[config.mk]
export PLATFORM = sky130hd
export DESIGN_NAME = tile_access_client
export DESIGN_NICKNAME = d
export VERILOG_FILES = /design/src/rtl/tile_pkg.sv /design/src/rtl/tile_access_client.sv
export SDC_FILE = /design/constraint.sdc
export NUM_CORES = 1
export LEC_CHECK = 0
export ABC_AREA = 1
export CAP_MARGIN = 20
export CORE_MARGIN = 1.5
export CORE_UTILIZATION = 46
export CTS_CLUSTER_DIAMETER = 30
export DETAILED_ROUTE_END_ITERATION = 8
export GPL_TIMING_DRIVEN = 0
export PLACE_DENSITY_LB_ADDON = 0.12
export SYNTH_ARGS = -nofsm -noshare
export SYNTH_HDL_FRONTEND = slang
export SYNTH_SLANG_ARGS = --single-unit
[constraint.sdc]
create_clock -name clk -period 2.25 [get_ports clk]
set_clock_uncertainty 0.05 [all_clocks]
set_input_delay 0.675 -clock clk [delete_from_list [all_inputs] [get_ports clk]]
set_output_delay 0.675 -clock clk [all_outputs]
set_load 0.005 [all_outputs]
[src/rtl/tile_pkg.sv]
// Shared encodings for the tile memory port initiator: request opcodes,
// FSM state constants and the default SRAM depth.
package tile_pkg;

    localparam int DEFAULT_DEPTH = 19;

    localparam logic [1:0] OP_READ  = 2'b00;
    localparam logic [1:0] OP_WRITE = 2'b01;
    localparam logic [1:0] OP_CLEAN = 2'b10;
    localparam logic [1:0] OP_RSVD  = 2'b11;

    localparam logic [2:0] ST_IDLE       = 3'd0;
    localparam logic [2:0] ST_ISSUE      = 3'd1;
    localparam logic [2:0] ST_WAIT_READY = 3'd2;
    localparam logic [2:0] ST_DRAIN      = 3'd3;
    localparam logic [2:0] ST_READ_WAIT  = 3'd4;
    localparam logic [2:0] ST_RESP       = 3'd5;

endpackage

[src/rtl/tile_access_client.sv]
// Single-request initiator for the nibble-addressed tile port: pulses
// write/clean, waits out tile_ready with a timeout, samples reads, returns one response.
//
// Handshakes: a request transfers on the rising clk edge where req_valid and
// req_ready are both high; a response transfers where rsp_valid and rsp_ready
// are both high. rsp_valid, rsp_data and rsp_err stay stable until that edge.
module tile_access_client
    import tile_pkg::*;
#(
    parameter int DEPTH     = DEFAULT_DEPTH,
    parameter int ADDR_W    = DEPTH + 3,
    parameter int READ_WAIT = 2,
    parameter int TIMEOUT   = 1023
) (
    input  logic              clk,
    input  logic              reset,
    input  logic              req_valid,
    output logic              req_ready,
    input  logic [1:0]        req_op,
    input  logic [ADDR_W-1:0] req_addr,
    input  logic [3:0]        req_data,
    output logic              rsp_valid,
    input  logic              rsp_ready,
    output logic [3:0]        rsp_data,
    output logic              rsp_err,
    output logic              busy,
    output logic              tile_write_en,
    output logic              tile_clean_mark,
    output logic [ADDR_W-1:0] tile_address,
    output logic [3:0]        tile_data_in,
    input  logic [3:0]        tile_data_out,
    input  logic              tile_ready,
    output logic [2:0]        dbg_state
);

    // Shared counter must also hold READ_WAIT (up to 15) when TIMEOUT is tiny.
    localparam int CNT_W = ($clog2(TIMEOUT + 1) > 4) ? $clog2(TIMEOUT + 1) : 4;
    localparam logic [CNT_W-1:0] CNT_ONE  = CNT_W'(1);
    localparam logic [CNT_W-1:0] RW_CNT   = CNT_W'(READ_WAIT);
    localparam logic [CNT_W-1:0] TO_LAST  = CNT_W'(TIMEOUT - 1);

    logic [2:0]       state;
    logic [1:0]       op_q;
    logic [CNT_W-1:0] cnt;

    assign req_ready       = (state == ST_IDLE);
    assign busy            = (state != ST_IDLE);
    assign rsp_valid       = (state == ST_RESP);
    assign tile_write_en   = (state == ST_ISSUE) && (op_q == OP_WRITE);
    assign tile_clean_mark = (state == ST_ISSUE) && (op_q == OP_CLEAN);
    assign dbg_state       = state;

    always_ff @(posedge clk) begin
        if (reset) begin
            state        <= ST_IDLE;
            op_q         <= OP_READ;
            cnt          <= '0;
            rsp_data     <= 4'h0;
            rsp_err      <= 1'b0;
            tile_address <= '0;
            tile_data_in <= 4'h0;
        end else begin
            case (state)
                ST_IDLE: begin
                    if (req_valid) begin
                        op_q         <= req_op;
                        tile_address <= req_addr;
                        tile_data_in <= req_data;
                        rsp_data     <= 4'h0;
                        cnt          <= CNT_ONE;
                        if (req_op == OP_RSVD) begin
                            rsp_err <= 1'b1;
                            state   <= ST_RESP;
                        end else begin
                            rsp_err <= 1'b0;
                            state   <= (req_op == OP_READ) ? ST_READ_WAIT : ST_ISSUE;
                        end
                    end
                end
                ST_ISSUE: begin
                    cnt   <= '0;
                    state <= ST_WAIT_READY;
                end
                ST_WAIT_READY: begin
                    // A ready seen here always wins over an expiring timeout.
                    if (tile_ready) begin
                        cnt   <= cnt + CNT_ONE;
                        state <= ST_DRAIN;
                    end else if (cnt >= TO_LAST) begin
                        rsp_err <= 1'b1;
                        state   <= ST_RESP;
                    end else begin
                        cnt <= cnt + CNT_ONE;
                    end
                end
                ST_DRAIN: begin
                    if (!tile_ready) begin
                        state <= ST_RESP;
                    end else if (cnt >= TO_LAST) begin
                        rsp_err <= 1'b1;
                        state   <= ST_RESP;
                    end else begin
                        cnt <= cnt + CNT_ONE;
                    end
                end
                ST_READ_WAIT: begin
                    if (cnt == RW_CNT) begin
                        rsp_data <= tile_data_out;
                        state    <= ST_RESP;
                    end else begin
                        cnt <= cnt + CNT_ONE;
                    end
                end
                ST_RESP: begin
                    if (rsp_ready) begin
                        state <= ST_IDLE;
                    end
                end
                default: state <= ST_IDLE;
            endcase
        end
    end

endmodule
# After elaboration in Yosys (flattened, before gate mapping)
# Cells that the tools add are included.
[op_classes]
add_sub_neg = 1
magnitude_cmp = 1
eq_ne = 15
mux = 24
reduce_logical = 13
[op_table]
columns = ["op", "n"]
rows = [
  ["10-bit 2-to-1 mux", 5],
  ["10-bit one-hot mux with 5 select lines", 1],
  ["3-bit 2-to-1 mux", 8],
  ["3-bit one-hot mux with 6 select lines", 1],
  ["10-bit by 1-bit adder with 10-bit output, second input constant", 1],
  ["10-bit by 2-bit equality test with 1-bit output, second input constant", 1],
  ["10-bit >= comparator, second input constant", 1],
  ["2-bit != test, second input constant", 5],
  ["4-bit 2-to-1 mux", 2],
  ["4-bit one-hot mux with 2 select lines", 1],
  ["4-bit AND reduction", 2],
  ["3-bit by 2-bit equality test with 1-bit output, second input constant", 2],
  ["3-bit equality test, second input constant", 2],
  ["3-bit AND reduction", 2],
  ["3-bit nonzero test", 2],
  ["1-bit 2-to-1 mux", 5],
  ["5-bit nonzero test", 1],
  ["2-bit equality test, second input constant", 2],
  ["3-bit by 1-bit equality test with 1-bit output, second input constant", 1],
  ["3-bit zero test", 1],
  ["1-bit one-hot mux with 3 select lines", 1],
  ["2-bit by 1-bit equality test with 1-bit output, second input constant", 1],
  ["1-bit logical AND", 2],
  ["2-bit zero test", 1],
  ["other kinds (3)", 3],
]
[word_totals]
register_bits = 46
in_bits = 37
out_inout_bits = 39
wordCells = 61

# Depth between registers and ports, before layout
[logic_depth]
word_depth = 5
ltp_mapped = 12
depth_no_buf = 11

# Worst setup path after synthesis
# No wires, ideal clock.
[synth_timing]
path_type = "input port to flip-flop"
startpoint = "input port req_valid"
endpoint = "register cnt[2]"
setup_time_ps = 73
arrival_time_ps = 1602
t_required_ps = 2127
slack_ps = 525
stages = 10
n_path_buf = 2
path_cell_list = "buf_4 inv_1 nand3_4 nand2_2 nor2_4 nand2_2 buf_6 nor2_1 nor2_1 nor3_2"
[synth_via]
elab_chain_len = 2
[synth_lines]
columns = ["item", "line", "source"]
rows = [
  ["start, declared", "tile_access_client.sv:17", "input logic req_valid,"],
  ["2-bit != test (no line)", "--", ""],
  ["4-bit AND reduction (no line)", "--", ""],
  ["end signal, assigned", "tile_access_client.sv:87", "cnt <= cnt + CNT_ONE;"],
  ["end signal, assigned", "tile_access_client.sv:93", "cnt <= cnt + CNT_ONE;"],
  ["end signal, assigned", "tile_access_client.sv:103", "cnt <= cnt + CNT_ONE;"],
  ["end, declared", "tile_access_client.sv:44", "logic [CNT_W-1:0] cnt;"],
]
# Every way passes these cells.
# A chain may end at the register's enable or synchronous reset.

# Worst setup path in the final report
[layout_timing]
startpoint = "register state[2] (netlist: dbg_state[2])"
endpoint = "output port busy"
[layout_via]
elab_chain_len = 1
[layout_lines]
columns = ["item", "line", "source"]
rows = [
  ["start, declared", "tile_access_client.sv:42", "logic [2:0] state;"],
  ["start signal, assigned", "tile_access_client.sv:76", "state <= (req_op == OP_READ) ? ST_READ_WAIT : ST_ISSUE;"],
  ["3-bit nonzero test", "tile_access_client.sv:47", "assign busy = (state != ST_IDLE);"],
  ["end, declared", "tile_access_client.sv:26", "output logic busy,"],
]
# Every way passes these cells.

==> key figures <==
Run status
  • Outcome: complete, no violations

Hold path
  • Worst hold stages: 2
  • Min-delay src: tile_address[15]
  • HP Class: register to register
  • Hold endpoint: tile_address[15]

Floorplanning
  • Die ar.: 5540 µm²
  • Floorplan row count: 25
  • Initial Utilization: 0.488
  • Die H: 74.5 µm
  • I/O Pins: 76
  • Die W: 74.5 µm
  • Core area: 4820 µm²

Yosys
  • Syn Nets: 375
  • Unique masters post-synth: 36
  • Async S/R FF share, synth: 0
  • Syn Area/Cell: 7.03 µm²
  • Post-Synthesis Cells: 334
  • Most used DFF post-synth: dfxtp_1
  • Synth Register Bits: 46
  • Post-synth EDFFs: 0
  • Register area share after synthesis: 0.392
  • Synthesized area: 2350 µm²
  • Yosys warns: 0

STA
  • Final Hold Vio Count: 0
  • Tmin final: 2.17 ns
  • Final Max Slew Viols: 0
  • Actual slew at the worst max-slew pin: 0.488 ns
  • Slew HR: 0.675
  • Finish-stage setup viols: 0
  • Hold slack: 0.412 ns
  • Final worst path period share: 0.966
  • Fmax achieved: 460 MHz

Layout
  • Area grow syn2layout: 42.2%
  • Commonest non-fill, non-tap cell in the layout: nand2_1
  • Most frequent cells in the layout: nand2_1 (73), clkdlybuf4s50_1 (69), a21oi_1 (43), dfxtp_1 (43), nand3_1 (38)
  • Ant diodes: 0
  • Nets@finish: 459
  • Fin area: 3340 µm²
  • Share of cells above drive strength 1: 0.129

GRT
  • GRT overflow: 0
  • First-pass GRT wire length: 10.2 mm
  • Initial antenna violation count: 0
  • Largest net degree at the start of global routing: 16
  • All-Layer GR Usage: 0.237
  • Vias in the first global route: 2241

Route
  • DRT iter0 DRCs: 187
  • Via-to-Cell Ratio: 5.11
  • DRC viols: 0
  • Routed vias: 2485
  • Antenna-violating nets left: 0
  • First-pass iteration count of the detailed router: 4
  • Wire per inst: 13.1 µm
  • Total Wirelength: 6.39 mm

Worst setup path
  • Reg2reg end: cnt[0]
  • CP arrival: 1.45 ns
  • Crit Reg-Reg Startpoint: cnt[0]
  • Nature of the critical path startpoint: register
  • CP Data Required Time: 1.52 ns
  • CP endpoint kind: primary output
  • R2r setup slk: 0.35 ns
  • CP Max Fanout: 7
  • Path type of the worst setup path: register to primary output
  • Reg2Reg Depth: 12

Clock network
  • CTS tree: built
  • H-Tree Depth: 2
  • Clock transition at the registers of the reported paths: 0.09 ns
  • Max Buffers Root-to-Sink: 2
  • CTS Hold Buffers Added: 0
  • Clk sinks: 46
  • Worst skew pair latency: 0.30 ns
  • CTS buffer count: 5
  • Root buffer cell: clkbuf_8

Power and ir drop
  • VDD IR-drop max: 0.000697 V
  • Pwr Density: 1080 nW/µm²
  • Leakage power: 1.39 nW
  • Power, Total: 3.60 mW

Run
  • Max-capacitance violation count: 0

Placed design
  • DP Wirelength: 4.64 mm
  • RePlAce Congestion: 0.932
  • Area after DPL: 3160 µm²
  • PortBufs: 73
## worst max-delay path: stages, from the launching register on
cell and delay (ns):
dfxtp_2 0.40, inv_2 0.12, nand2_4 0.11, clkdlybuf4s50_1 0.51
## metrics by stage
step	setup TNS, ns	std cells	worst slack [ns]	util
after floorplan	0	334	0.525	-
after global placement	-0.168	474	-0.110	0.657
after detailed placement	-0.156	474	-0.105	0.657
after CTS	-0.0794	482	-0.0447	0.682
after global routing	-0.0112	486	-0.0107	0.694
final	0	486	0.0760	0.694
## layer usage
layer	up-vias	track usage	part of all wire	wire, µm
li1	1261	-	-	-
met1	1134	0.318	0.45	2890
met4	0	0.0828	0.017	107
met2	81	0.382	0.46	2970
met3	9	0.0461	0.066	419
met5	-	0	0	0
## sequential cells by signal, indices dropped and copies added (netlist names)
register	cells
tile_address	22
cnt	10
rsp_data	4
tile_data_in	4
dbg_state	3
op_q	2
rsp_err	1
## power by group
group | total (mW) | internal, mW | switching, mW | leakage [nW]
clock network | 0.627 | 0.333 | 0.294 | 0.0585
logic | 1.83 | 0.826 | 1.00 | 0.952
registers | 1.14 | 1.01 | 0.131 | 0.378
## cell families after synthesis
logic type,Yosys count,synth area share
simple gates,174,0.352
compound gates,64,0.146
flops,46,0.392
buf+inv,45,0.0847
fa+ha+maj,4,0.0213
xor+xnor,1,0.00373
## how the worst max path moves through the flow
stage / start / end / slack, ns / cells after the start
global placement: dbg_state[1] / req_ready / -0.11 / 5
CTS: dbg_state[0] / req_ready / -0.04 / 4
detailed placement: dbg_state[1] / req_ready / -0.10 / 5
global route: dbg_state[0] / tile_write_en / -0.01 / 5
finish: dbg_state[2] / busy / 0.08 / 3
floorplan: req_valid / cnt[2] / 0.53 / 10
## synthesized netlist by cell type (2+ instances only)
library cell	number	area, µm²
a21oi_1	43	215
buf_2	5	25.0
clkbuf_1	5	18.8
dfxtp_1	46	921
ha_1	4	50.1
inv_1	26	97.6
inv_2	4	15.0
nand2_1	75	282
nand2_2	7	43.8
nand3_1	38	190
nand3_2	3	30.0
nand3_4	2	35.0
nand3b_1	2	15.0
nand4_1	2	12.5
nor2_1	32	120
nor2_2	2	12.5
nor2_4	3	33.8
nor3_1	5	25.0
o21ai_0	13	65.1
## repair_timing
action                                 in CTS  in global routing
setup endpoints to repair                   5                  4
pin swaps                                   0                  1
buffers inserted                            1                  4
cloned                                      0                  0
endpoints found under the hold margin       0                  0
resized for setup                           8                  8
## layout make-up
| class | instances | area (µm²) |
|---|---|---|
| Tap cell | 67 | 83.8 |
| Inverter | 31 | 121 |
| Clock buffer | 5 | 68.8 |
| Buffer | 13 | 75.1 |
| Fill cell | 447 | 1480 |
| Timing Repair Buffer | 78 | 772 |
| Clock inverter | 3 | 43.8 |
| Sequential cell | 46 | 930 |
| Multi-Input combinational cell | 243 | 1250 |
(Power assumes the default switching activity.)
